`src/rtl/tug_pkg.sv`:
```
`default_nettype none
// ============================================================================
//  Module      : tug_pkg
//  Description : Shared types and constants for the Tug of War match
//                controller: match states, side encoding, score width and
//                a small score helper.
//  Revision    : 1.0 - initial release
// ============================================================================
package tug_pkg;

    localparam int SCORE_W = 3;

    typedef enum logic [1:0] {
        PAUSE = 2'd0,
        PLAY  = 2'd1,
        DONE  = 2'd2
    } match_state_t;

    typedef enum logic {
        SIDE_L = 1'b0,
        SIDE_R = 1'b1
    } side_t;

    // Score increment that holds at the ceiling instead of wrapping.
    function automatic logic [SCORE_W-1:0] score_inc(input logic [SCORE_W-1:0] s);
        score_inc = (s == {SCORE_W{1'b1}}) ? s : s + 1'b1;
    endfunction

endpackage
`default_nettype wire

```
`src/rtl/tug_edge_det.sv`:
```
`default_nettype none
// ============================================================================
//  Module      : tug_edge_det
//  Description : Rising-edge detector. The history register resets to 1 so
//                a level already high when reset releases is not reported
//                as an edge.
//  Ports       : clk     - clock
//                rst_n   - asynchronous active-low reset
//                sig_i   - level input
//                rise_o  - one-cycle pulse: sig_i high now, low last sample
//  Revision    : 1.0 - initial release
// ============================================================================
module tug_edge_det (
    input  logic clk,
    input  logic rst_n,
    input  logic sig_i,
    output logic rise_o
);

    logic hist_q;

    always_ff @(posedge clk or negedge rst_n) begin
        if (!rst_n) begin
            hist_q <= 1'b1;
        end else begin
            hist_q <= sig_i;
        end
    end

    assign rise_o = sig_i & ~hist_q;

endmodule
`default_nettype wire

```
`src/rtl/tug_match_ctrl.sv`:
```
`default_nettype none
// ============================================================================
//  Module      : tug_match_ctrl
//  Description : Best-of match controller for Tug of War. Edge-detects the
//                playfield's round-win levels, keeps per-side scores, holds
//                the playfield in round reset between rounds, declares the
//                match winner and starts a new match on a restart edge.
//  Ports       : clk        - clock, all state on rising edge
//                reset      - asynchronous active-low reset
//                win_l      - left (computer) won the round, level
//                win_r      - right (player) won the round, level
//                restart    - rising edge starts a new match
//                round_rst  - registered, high holds playfield in reset
//                score_l    - left round-win count
//                score_r    - right round-win count
//                match_over - registered, high once a side has won
//                winner     - 0 = left, 1 = right; valid with match_over
//  Revision    : 1.0 - initial release
// ============================================================================
module tug_match_ctrl
    import tug_pkg::*;
#(
    parameter int WINS_TO_MATCH = 7,
    parameter int PAUSE_CYCLES  = 4
) (
    input  logic               clk,
    input  logic               reset,
    input  logic               win_l,
    input  logic               win_r,
    input  logic               restart,
    output logic               round_rst,
    output logic [SCORE_W-1:0] score_l,
    output logic [SCORE_W-1:0] score_r,
    output logic               match_over,
    output logic               winner
);

    localparam int CNT_W = $clog2(PAUSE_CYCLES + 1);

    localparam logic [CNT_W-1:0]   c_PAUSE_LAST = CNT_W'(PAUSE_CYCLES - 1);
    localparam logic [SCORE_W-1:0] c_WIN_SCORE  = SCORE_W'(WINS_TO_MATCH);

    // ------------------------------------------------------------------
    // Input edge detection
    // ------------------------------------------------------------------
    logic w_ev_l;
    logic w_ev_r;
    logic w_ev_restart;

    tug_edge_det u_edge_l (
        .clk    (clk),
        .rst_n  (reset),
        .sig_i  (win_l),
        .rise_o (w_ev_l)
    );

    tug_edge_det u_edge_r (
        .clk    (clk),
        .rst_n  (reset),
        .sig_i  (win_r),
        .rise_o (w_ev_r)
    );

    tug_edge_det u_edge_restart (
        .clk    (clk),
        .rst_n  (reset),
        .sig_i  (restart),
        .rise_o (w_ev_restart)
    );

    // ------------------------------------------------------------------
    // Match state
    // ------------------------------------------------------------------
    match_state_t       state_q,      state_d;
    logic [CNT_W-1:0]   pause_cnt_q,  pause_cnt_d;
    logic [SCORE_W-1:0] score_l_q,    score_l_d;
    logic [SCORE_W-1:0] score_r_q,    score_r_d;
    logic               match_over_q, match_over_d;
    side_t              winner_q,     winner_d;
    logic               round_rst_q,  round_rst_d;

    logic [SCORE_W-1:0] w_score_l_inc;
    logic [SCORE_W-1:0] w_score_r_inc;

    assign w_score_l_inc = score_inc(score_l_q);
    assign w_score_r_inc = score_inc(score_r_q);

    always_comb begin
        state_d      = state_q;
        pause_cnt_d  = pause_cnt_q;
        score_l_d    = score_l_q;
        score_r_d    = score_r_q;
        match_over_d = match_over_q;
        winner_d     = winner_q;

        if (w_ev_restart) begin
            // Restart wins over any same-cycle round result.
            state_d      = PAUSE;
            pause_cnt_d  = '0;
            score_l_d    = '0;
            score_r_d    = '0;
            match_over_d = 1'b0;
            winner_d     = SIDE_L;
        end else begin
            case (state_q)
                PAUSE: begin
                    if (pause_cnt_q == c_PAUSE_LAST) begin
                        state_d     = PLAY;
                        pause_cnt_d = '0;
                    end else begin
                        pause_cnt_d = pause_cnt_q + 1'b1;
                    end
                end

                PLAY: begin
                    if (w_ev_l && w_ev_r) begin
                        // Tie: nobody scores, replay the round.
                        state_d = PAUSE;
                    end else if (w_ev_l) begin
                        score_l_d = w_score_l_inc;
                        if (w_score_l_inc == c_WIN_SCORE) begin
                            state_d      = DONE;
                            match_over_d = 1'b1;
                            winner_d     = SIDE_L;
                        end else begin
                            state_d = PAUSE;
                        end
                    end else if (w_ev_r) begin
                        score_r_d = w_score_r_inc;
                        if (w_score_r_inc == c_WIN_SCORE) begin
                            state_d      = DONE;
                            match_over_d = 1'b1;
                            winner_d     = SIDE_R;
                        end else begin
                            state_d = PAUSE;
                        end
                    end
                end

                DONE: begin
                    // Frozen until a restart edge.
                end

                default: begin
                    state_d     = PAUSE;
                    pause_cnt_d = '0;
                end
            endcase
        end

        // Registered so round_rst tracks the state being entered.
        round_rst_d = (state_d != PLAY);
    end

    always_ff @(posedge clk or negedge reset) begin
        if (!reset) begin
            state_q      <= PAUSE;
            pause_cnt_q  <= '0;
            score_l_q    <= '0;
            score_r_q    <= '0;
            match_over_q <= 1'b0;
            winner_q     <= SIDE_L;
            round_rst_q  <= 1'b1;
        end else begin
            state_q      <= state_d;
            pause_cnt_q  <= pause_cnt_d;
            score_l_q    <= score_l_d;
            score_r_q    <= score_r_d;
            match_over_q <= match_over_d;
            winner_q     <= winner_d;
            round_rst_q  <= round_rst_d;
        end
    end

    assign round_rst  = round_rst_q;
    assign score_l    = score_l_q;
    assign score_r    = score_r_q;
    assign match_over = match_over_q;
    assign winner     = winner_q;

endmodule
`default_nettype wire
```
`config.mk`:
```
export PLATFORM = sky130hd
export DESIGN_NAME = tug_match_ctrl
export DESIGN_NICKNAME = d
export VERILOG_FILES = /design/src/rtl/tug_pkg.sv /design/src/rtl/tug_edge_det.sv /design/src/rtl/tug_match_ctrl.sv
export SDC_FILE = /design/constraint.sdc
export NUM_CORES = 1
export LEC_CHECK = 0
export ABC_AREA = 1
export CAP_MARGIN = 5
export CELL_PAD_IN_SITES_DETAIL_PLACEMENT = 0
export CELL_PAD_IN_SITES_GLOBAL_PLACEMENT = 2
export CORE_ASPECT_RATIO = 0.75
export CORE_MARGIN = 4
export CORE_UTILIZATION = 31
export DETAILED_ROUTE_END_ITERATION = 8
export GPL_TIMING_DRIVEN = 0
export PLACE_DENSITY_LB_ADDON = 0.1
export SYNTH_ARGS = -nofsm -noshare
export SYNTH_HDL_FRONTEND = slang
export SYNTH_SLANG_ARGS = --single-unit
```
`constraint.sdc`:
```
create_clock -name clk -period 1.6 [get_ports clk]
set_input_delay 0.24 -clock clk [delete_from_list [all_inputs] [get_ports clk]]
set_output_delay 0.24 -clock clk [all_outputs]
set_load 0.02 [all_outputs]
```
==> impl_metrics.ini <==
[status]
status = complete, no violations

[timing]
worstMarginPinSlew_ns = 0.819
setup_tns_ns = 0
drv_slew = 0
maxSlewHeadroom_pct = 45.2
max_freq_ghz = 0.652
fin_crit_ns = 1.53
min_period_over_period_pct = 95.8
hold_viol_final = 0
clock_skew_ns = 0.00818
setup_violations = 0

[finish]
syn_to_final_growth_pct = 24.2
drive_gt1_share_pct = 17.7
final_cell_mix = nand2_1, inv_1, nand3_1
fillers = 302
n_antenna_cell = 0
final_common_cell = nand2_1
finalInstanceArea_um2 = 1230
layout.nets = 154

[yosys]
seq_area_frac_synth_pct = 43.5
ys_ff_latch = 17
syn_area_per_cell_um2 = 7.97
yosysWarnings = 0
synthCells = 124
netlist_area_um2 = 988
synth_cell_types = 18
synth_nets = 136

[routing]
ant_nets = 0
dr.first_iter.drc_count = 38
wl_per_cell_um = 11.2
dr_total_vias = 810
avgViaCountPerCell = 4.53
drc_errors = 0
drtPass1Iterations = 4
totalWireLength_um = 2000

[clock_network]
cts_resized = 1
root_buffer = clkbuf_8
cts_made_buffers = 3
cts_hold_buf = 0
postCtsSetupBuffers = 0
clock-sinks = 17
cts_buffer_depth = 2
clk_pin_slew_ns = 0.07
cts_tree = yes
insertion_delay_ns = 0.26
htreeDepth = 1

[power_and_ir_drop]
ir_worst_vdd_v = 0.000524
p_leak_uw = 0.000611
powerDensity_nw_per_um2 = 1330
finalPower_uw = 1640

[critical_path]
worst-path-buf-inv = 1
cp_cell_sequence = clkdlybuf4s50_1
cp_top_family = buffers and inverters
cp_data_arrival_time_ns = 1.29
critPathMaxStageDelay_ns = 0.63
endpoint_kind = output port
criticalPathCategory = flop to output port
crit_fanout = 5
crit_path_start_kind = flop
worst_ep_required_time_ns = 1.36
slowest_stage = clkdlybuf4s50_1

[job]
maxCapViolCount = 0

[placed_design]
hpwl_um = 1490
gp_congestion = 0.795
postPlaceCellArea_um2 = 1170
io_buffers = 13

[global_routing]
antenna_found_initial = 0
grt_first_pass_wirelength_um = 3400
grt_usage_pct = 10.8
grt_overflow = 0
grt_pass1_vias = 720
grt_max_degree = 18

[die]
die_h_um = 56.9
die_w_um = 73.2
rows = 17
initial_core_util_pct = 33.0
core-area_um2 = 3000
ios = 14
dieArea_um2 = 4170

[hold_path]
hp-class = primary input to flop
## path summary, 6_finish.rpt
path | slack [ns] | from | end | cells past startpoint
max | 0.07 | score_l[0] | score_l[0] | 1
min | 0.42 | restart | u_edge_restart.hist_q | 1
max reg2reg | 0.14 | score_r[0] | winner | 11
min reg2reg | 0.47 | match_over | match_over | 2
max in group asynchronous | 0.59 | reset | score_r[0] | 1
min in group asynchronous | 0.45 | reset | score_l[1] | 1
## cells in the mapped netlist
master,count,area [um^2]
a21oi_1,7,35.0
a31oi_4,1,21.3
buf_2,1,5.00
dfrtp_1,13,325
dfstp_2,4,105
ha_1,7,87.6
inv_1,15,56.3
inv_2,4,15.0
nand2_1,33,124
nand2_2,3,18.8
nand2_4,1,11.3
nand3_1,15,75.1
nand4_1,2,12.5
nor2_1,5,18.8
nor2_2,3,18.8
nor2_4,1,11.3
o21ai_0,7,35.0
or2_1,2,12.5
## metal layers
metal | share of wire [%] | vias to the layer above | GRT usage [%] | wire, um
met1 | 52 | 363 | 15.2 | 1040
met3 | 5.0 | 5 | 4.29 | 101
li1 | - | 430 | - | -
met5 | 0 | - | 0 | 0
met2 | 42 | 12 | 14.8 | 833
met4 | 1.5 | 0 | 3.95 | 30
## final cells by class
| class | count | area [um^2] | share of cell area (%) |
|---|---|---|---|
| Buffer | 1 | 5.00 | 0.408 |
| Tap cell | 38 | 47.5 | 3.87 |
| Inverter | 19 | 71.3 | 5.81 |
| Multi-Input combinational cell | 87 | 493 | 40.2 |
| Timing Repair Buffer | 13 | 134 | 10.9 |
| Clock buffer | 4 | 45.0 | 3.67 |
| Sequential cell | 17 | 432 | 35.2 |
## cell families (layout without fill, tap and decap cells)
kind of cell	count (synthesis)	count (layout)	share of synthesized area (%)
simple gates	65	65	30.6
flops	17	17	43.5
fa+ha+maj	7	7	8.86
compound gates	15	15	9.24
buf+inv	20	37	7.72
## flip-flops by register name (all words and copies together) (netlist names)
signal / flops
match_over: 1
pause_cnt_q: 3
round_rst: 1
score_l: 3
score_r: 3
state_q: 2
u_edge_l.hist_q: 1
u_edge_r.hist_q: 1
u_edge_restart.hist_q: 1
winner: 1
## power breakdown
group / total, uW / switching (uW) / internal (uW)
Clock: 324 / 147 / 177
Combinational: 688 / 401 / 287
Sequential: 626 / 92.9 / 533
Total: 1640 / 641 / 997
## metrics by stage
step / util [%] / std cells / setup WS, ns / hold slack, ns
2_1_floorplan: - / 124 / 0.133 / -0.0556
3_3_place_gp: 38.9 / 175 / -0.0515 / 0.457
3_5_place_dp: 38.9 / 175 / -0.0591 / 0.462
4_1_cts: 40.3 / 179 / 0.0253 / 0.418
5_1_grt: 40.9 / 179 / -0.000394 / 0.414
6_report: 40.9 / 179 / 0.0671 / 0.423
No activity file was read; power rests on OpenSTA's default activity.
